### config.mk
export PLATFORM = sky130hd
export DESIGN_NAME = feature_frame_loader
export DESIGN_NICKNAME = d
export VERILOG_FILES = /design/src/rtl/feature_loader_pkg.sv /design/src/rtl/frame_settle_timer.sv /design/src/rtl/feature_frame_loader.sv
export SDC_FILE = /design/constraint.sdc
export NUM_CORES = 1
export LEC_CHECK = 0
export CAP_MARGIN = 20
export CORE_UTILIZATION = 40
export CTS_CLUSTER_SIZE = 24
export DETAILED_ROUTE_END_ITERATION = 6
export PLACE_DENSITY = 0.69
export SLEW_MARGIN = 20
export SYNTH_ARGS = -nofsm -noshare
export SYNTH_HDL_FRONTEND = slang
export SYNTH_SLANG_ARGS = --single-unit
### constraint.sdc
create_clock -name clk -period 4.1 [get_ports clk]
set_input_delay 0.82 -clock clk [delete_from_list [all_inputs] [get_ports clk]]
set_output_delay 0.82 -clock clk [all_outputs]
set_load 0.02 [all_outputs]
### src/rtl/feature_loader_pkg.sv
// Shared widths and FSM state type for the feature frame loader.
package feature_loader_pkg;
  localparam int DEF_N_FEAT  = 11;
  localparam int DEF_FEAT_W  = 4;
  localparam int DEF_CLS_W   = 3;
  localparam int FEAT_WORD_W = DEF_N_FEAT * DEF_FEAT_W;
  localparam int CNT_W       = $clog2(DEF_N_FEAT);

  typedef enum logic [1:0] {FILL, SETTLE, OUT} state_t;
endpackage

### src/rtl/frame_settle_timer.sv
// Loadable down-counter: load sets SETTLE_CYC-1, en decrements toward 0, zero flags 0.
module frame_settle_timer #(
  parameter int SETTLE_CYC = 4
) (
  input  logic clk,
  input  logic rst_n,
  input  logic load,
  input  logic en,
  output logic zero
);
  localparam int W = (SETTLE_CYC > 1) ? $clog2(SETTLE_CYC) : 1;

  logic [W-1:0] cnt;

  always_ff @(posedge clk or negedge rst_n) begin
    if (!rst_n)                cnt <= '0;
    else if (load)             cnt <= W'(SETTLE_CYC - 1);
    else if (en && cnt != '0)  cnt <= cnt - 1'b1;
  end

  assign zero = (cnt == '0);
endmodule

### src/rtl/feature_frame_loader.sv
// Serial feature beats -> held feature word -> sampled class on a valid/ready output.
// Optional framing check on s_first when LOADER_SYNC_EN is defined.
module feature_frame_loader
  import feature_loader_pkg::*;
#(
  parameter int N_FEAT     = DEF_N_FEAT,
  parameter int FEAT_W     = DEF_FEAT_W,
  parameter int CLS_W      = DEF_CLS_W,
  parameter int SETTLE_CYC = 4
) (
  input  logic                     clk,
  input  logic                     rst_n,
  input  logic                     s_valid,
  output logic                     s_ready,
  input  logic [FEAT_W-1:0]        s_data,
`ifdef LOADER_SYNC_EN
  input  logic                     s_first,
`endif
  output logic [N_FEAT*FEAT_W-1:0] feat_o,
  input  logic [CLS_W-1:0]         cls_i,
  output logic                     m_valid,
  input  logic                     m_ready,
  output logic [CLS_W-1:0]         m_class,
  output logic                     busy,
  output logic                     sync_err
);
  localparam int CW = (N_FEAT > 1) ? $clog2(N_FEAT) : 1;

  state_t                        state;
  logic [CW-1:0]                 cnt, ncnt, widx;
  logic [N_FEAT-1:0][FEAT_W-1:0] feat;
  logic                          acc, wr, done, settle_zero;

  assign feat_o  = feat;
  assign s_ready = (state == FILL);
  assign acc     = s_valid & s_ready;

`ifdef LOADER_SYNC_EN
  logic err;
`endif

  // Decide where an accepted beat lands; framing errors either restart or drop it.
  always_comb begin
    wr   = acc;
    widx = cnt;
    ncnt = cnt + 1'b1;
`ifdef LOADER_SYNC_EN
    err  = 1'b0;
    if (acc && s_first && cnt != '0) begin
      widx = '0;
      ncnt = CW'(1);
      err  = 1'b1;
    end else if (acc && !s_first && cnt == '0) begin
      wr   = 1'b0;
      ncnt = cnt;
      err  = 1'b1;
    end
`endif
    done = wr && (widx == CW'(N_FEAT - 1));
  end

  frame_settle_timer #(.SETTLE_CYC(SETTLE_CYC)) u_timer (
    .clk  (clk),
    .rst_n(rst_n),
    .load (done),
    .en   (state == SETTLE),
    .zero (settle_zero)
  );

  always_ff @(posedge clk or negedge rst_n) begin
    if (!rst_n) begin
      state   <= FILL;
      cnt     <= '0;
      feat    <= '0;
      m_class <= '0;
      m_valid <= 1'b0;
      busy    <= 1'b0;
    end else begin
      case (state)
        FILL: begin
          if (wr)  feat[widx] <= s_data;
          if (acc) cnt <= done ? '0 : ncnt;
          if (done) begin
            state <= SETTLE;
            busy  <= 1'b1;
          end
        end
        SETTLE: if (settle_zero) begin
          m_class <= cls_i;
          m_valid <= 1'b1;
          state   <= OUT;
        end
        OUT: if (m_ready) begin
          m_valid <= 1'b0;
          busy    <= 1'b0;
          state   <= FILL;
        end
        default: state <= FILL;
      endcase
    end
  end

`ifdef LOADER_SYNC_EN
  always_ff @(posedge clk or negedge rst_n) begin
    if (!rst_n) sync_err <= 1'b0;
    else        sync_err <= err;
  end
`else
  assign sync_err = 1'b0;
`endif
endmodule

# Yosys cells after proc, flatten, opt, wreduce, memory -nomap -nowiden
# Index checks and enable logic that the tools add are counted.
[classes] addsub=2 magnitude_cmp=2 n_eq_ne=6 muxes=15 bitwise=1 n_reduce_logical=14
[op_table] op="bitwise mux 44 bit" count=1
[op_table] op="demux 4 bit (select 4 bit)" count=1
[op_table] op="two-way mux 2 bit" count=5
[op_table] op="AND reduction 3 bit" count=3
[op_table] op="two-way mux 4 bit" count=2
[op_table] op="nonzero test 2 bit" count=4
[op_table] op="one-hot mux 2 bit (3 select lines)" count=1
[op_table] op="less-than comparator 4 x 5 -> 1 bit (second input constant)" count=1
[op_table] op="adder 4 x 1 -> 4 bit (second input constant)" count=1
[op_table] op="equality test 4 bit (second input constant)" count=1
[op_table] op=">= comparator 4 x 1 -> 1 bit (second input constant)" count=1
[op_table] op="logical NOT 2 bit" count=2
[op_table] op="!= test 2 bit (second input constant)" count=2
[op_table] op="one-hot mux 1 bit (2 select lines)" count=2
[op_table] op="AND reduction 2 bit" count=2
[op_table] op="logical AND 1 bit" count=3
[op_table] op="two-way mux 1 bit" count=3
[op_table] op="equality test 2 x 1 -> 1 bit (second input constant)" count=1
[op_table] op="equality test 2 bit (second input constant)" count=1
[op_table] op="!= test 2 x 1 -> 1 bit (second input constant)" count=1
[op_table] op="subtractor 2 x 1 -> 2 bit (second input constant)" count=1
[op_table] op="bitwise AND 1 bit" count=1
[totals] register_bits=57 input_bits=11 output_inout_bits=51 elab_cells=57

# Depth between registers and ports, before layout
[logic_depth] ltp_word=5 ltp_mapped=5 depth_no_buf=5

# Modules after synthesis
# From an unflattened synthesis, not the netlist that was laid out.
[hier_totals] hier_cells=173 hier_area_um2=2401.1
[modules_own_cells] mod="feature_frame_loader" n_inst=1 cells_per_inst=161 area_each_um2=2277.2 seq_area_each_um2=1376.3
[modules_own_cells] mod="frame_settle_timer" n_inst=1 cells_per_inst=12 area_each_um2=123.9 seq_area_each_um2=50.0

# Least setup slack after synthesis
# No wires, ideal clock.
[synth_path] path_type="input -> register" from="input s_valid" to="register feat, in the netlist feat_o[28]" setup_ns=0.125 t_arrival_ns=1.716 required_time_ns=3.975 setup_slack_ns=2.259 path_stages=3 path_buffers=0 path_cell_list="nand3b_1 > or4b_4 > mux2_2"
[synth_between] elab_chain_cells=2
[synth_lines] item="from (decl)" line_no="feature_frame_loader.sv:13" rtl="input logic s_valid,"
[synth_lines] item="bitwise AND 1 bit" line_no="feature_frame_loader.sv:36" rtl="assign acc = s_valid & s_ready;"
[synth_lines] item="AND reduction 2 bit (no line)"
[synth_lines] item="to (signal, indexed assignment)" line_no="feature_frame_loader.sv:81" rtl="if (wr) feat[widx] <= s_data;"
[synth_lines] item="to (decl)" line_no="feature_frame_loader.sv:31" rtl="logic [N_FEAT-1:0][FEAT_W-1:0] feat;"
# No other way between the ends.
# A chain may end at the register's enable or synchronous reset.

# Worst setup path in the final report
[layout_path] from="register state[0]" to="output s_ready"
[layout_between] elab_chain_cells=1
[layout_lines] item="from (decl)" line_no="feature_frame_loader.sv:29" rtl="state_t state;"
[layout_lines] item="from (signal assigned)" line_no="feature_frame_loader.sv:72" rtl="state <= FILL;"
[layout_lines] item="from (signal assigned)" line_no="feature_frame_loader.sv:84" rtl="state <= SETTLE;"
[layout_lines] item="from (signal assigned)" line_no="feature_frame_loader.sv:91" rtl="state <= OUT;"
[layout_lines] item="logical NOT 2 bit" line_no="feature_frame_loader.sv:35" rtl="assign s_ready = (state == FILL);"
[layout_lines] item="to (decl)" line_no="feature_frame_loader.sv:14" rtl="output logic s_ready,"
# No other way between the ends.

==> impl_metrics.tcl <==
set metrics [dict create \
    postSynthNetCount 192 \
    synth-seq-cells 57 \
    synth_area_per_cell_um2 13.54 \
    critPathRequiredTime_ns 3.28 \
    arrival_ns 1.67 \
    cap_violations 0 \
    synthTopCellsByCount "dfrtp_1, mux2_2, nand2_1, inv_1" \
    post_cts_buffers 0 \
    grt_usage_pct 16.54 \
    finalWirelength_mm 4.518 \
    comb_power_share_pct 45.0 \
    ir_drop_uv 386.1 \
    area_delta_synth_final_pct 35.08 \
    whs_ns 0.4973 \
    io_buffer_count 60 \
    status "finished clean" \
    pwr-share-seq_pct 36.4 \
    internal-power_mw 1.811 \
    synthSimpleGateAreaFrac_pct 8.403 \
    cp-end-kind "primary output" \
    cp_max_fo 11 \
    skew_ns 0.007892 \
    antenna_found_initial 0 \
    yosysTopAreaCell "dfrtp_1" \
    maxSlewViolCount 0 \
    cts-root-buf "clkbuf_8" \
    die_y_um 79.18 \
    num_vias 1553 \
    wl_per_cell_um 14.39 \
    synth_warnings 0 \
    yosysSeqAreaShare_pct 59.87 \
    synth_xor_area_share_pct 0.3676 \
    worstPathCellList "nor2_1, clkdlybuf4s50_1" \
    r2r-start "cnt[0]" \
    hold_path_class "in -> async" \
    dp_slack_ns 1.570 \
    core-area_um2 5608 \
    dpl_cell_area_um2 3023 \
    dominantRegCellSynth "dfrtp_1" \
    switchingPower_uw 949.0 \
    final_util_pct 57.39 \
    crit_family "buffers and inverters" \
    place_congestion 0.7390 \
    reg2regPathDepth 5 \
    worstSkewPairLatency_ns 0.33 \
    diodes 0 \
    overflow 0 \
    placed_cells 299 \
    setup_ws_ns 1.614 \
    clockPowerShare_pct 18.6 \
    synth.distinct_cells 29 \
    first_global_vias 1550 \
    cts_resized 0 \
    final_nets 254 \
    first_iter_violations 75 \
    ios 62 \
    synth-compound-area-share_pct 3.046 \
    power_density_nw_per_um2 857.5 \
    cts.clk_slew.worst_paths_ns 0.06 \
    start_kind "register" \
    dp_hpwl_mm 3.150 \
    power_mw 2.760 \
    fin_crit_sh_pct 60.64 \
    synth_top_family_by_area "multiplexers" \
    setup_violations 0 \
    synthAdderAreaFrac_pct 2.626 \
    synth.most_common_cell "dfrtp_1" \
    synth_edf_count 0 \
    synth_top_area_share_pct 59.87 \
    final_area_um2 3218 \
    crit_slowest_cell "clkdlybuf4s50_1" \
    drive_gt1_share_pct 26.86 \
    synth_area_leaders "dfrtp_1, mux2_2, ha_1" \
    ctsHoldBuffers 0 \
    syn-instance-count 176 \
    clock_path_buffers 2 \
    start_util_pct 42.48 \
    cts_tree "done" \
    instances_no_fill 314 \
    cpPeakStageDelay_ns 0.63 \
    grt_first_pass_wirelength_mm 7.562 \
    synth_area_um2 2382 \
    muxShareOfSynthArea_pct 22.22 \
    ant_nets 0 \
    worst_pin_slew_ns 0.5991 \
    hold_viol 0 \
    post-route-min-period_ns 2.486 \
    r2r_setup_slack_ns 2.22 \
    worst-path-stages 2 \
    vias_per_cell 4.946 \
    die_w_um 79.18 \
    htree_levels 3 \
    drtPass1Iterations 4 \
    p_sw_share_pct 34.39 \
    drcViolationCount 0 \
    row_count 27 \
    crit_type "reg -> out" \
    finalSetupTns_ns 0 \
    grt_max_degree 31 \
    dieArea_um2 6269 \
    cts_buffers 9 \
    leakagePower_nw 1.418 \
    cts.sinks 57 \
    grt_setup_unrepaired "no" \
    critPathBufInv 1 \
    rr_endpoint "feat_o[41]" \
    fmaxAchievable_ghz 0.4022 \
    async_flop_share_pct 100.0 \
    slew_headroom_pct 60.06 \
]
-- power groups by stage --
stage               Sequential, mW  Combinational (mW)  Clock (mW)
finish                        1.00                1.24       0.513
global route                  1.05                1.33       0.558
CTS                           1.01                1.26       0.526
detailed placement            1.01                1.26           0
global placement              1.01                1.24           0
floorplan                     1.25               0.448           0
-- metal layers --
metal	routed length [um]	part of all wire (%)	vias up	global-route usage [%]
met2	2109	47	38	25.17
met3	213	4.7	5	5.517
met5	0	0	-	0
met4	87	1.9	0	8.182
met1	2109	47	780	21.00
li1	-	-	730	-
-- cells in the final DEF, fill, tap and decap left out --
cell type	instances
a21boi_0	2
a21oi_1	2
and3b_1	1
buf_2	1
buf_4	1
bufinv_16	1
clkbuf_1	1
clkbuf_8	11
clkdlybuf4s50_1	59
clkinv_2	2
conb_1	1
dfrtp_1	57
ha_1	5
inv_1	7
mux2_2	47
nand2_1	12
nand3_1	4
nand3b_1	1
nand4_1	2
nor2_1	5
nor2b_1	3
nor4b_1	1
nor4bb_1	1
o211ai_1	1
o21ai_0	5
o21bai_1	1
o31ai_1	1
or3_1	3
or3b_1	1
or3b_2	1
or4b_4	1
xnor2_1	1
-- logic make-up after synthesis --
family          count (synthesis)
flops                          57
other cells                     1
mux                            47
xor+xnor                        1
buf+inv                        17
fa+ha+maj                       5
simple gates                   36
compound gates                 12
-- worst register-to-register path, stage by stage, from the launching register on --
cell	delay [ns]
dfrtp_1	0.44
inv_1	0.11
ha_1	0.16
nor2b_1	0.22
nand4_1	0.42
mux2_2	0.42
-- worst max-delay path by stage --
stage,startpoint,endpoint,slack [ns]
after global placement,s_valid,feat_o[30],1.59
after detailed placement,s_valid,feat_o[29],1.57
after global routing,state[0],s_ready,1.50
final,state[0],s_ready,1.61
after CTS,state[0],s_ready,1.59
after floorplan,s_valid,feat_o[28],2.26
-- flip-flops by register name, indices dropped and copies added (netlist names) --
register     cells
m_class          3
feat_o          44
state            2
u_timer.cnt      2
cnt              4
m_valid          1
busy             1
-- final cells by class --
type	count	area [um^2]
multi-input combinational	102	877.1
clock buffer	12	155.1
clock inverter	3	40.04
fill	518	2390
tap	72	90.09
inverter	7	26.28
sequential	57	1426
timing repair buffer	61	603.1
Power figures use the tool's default switching activity.
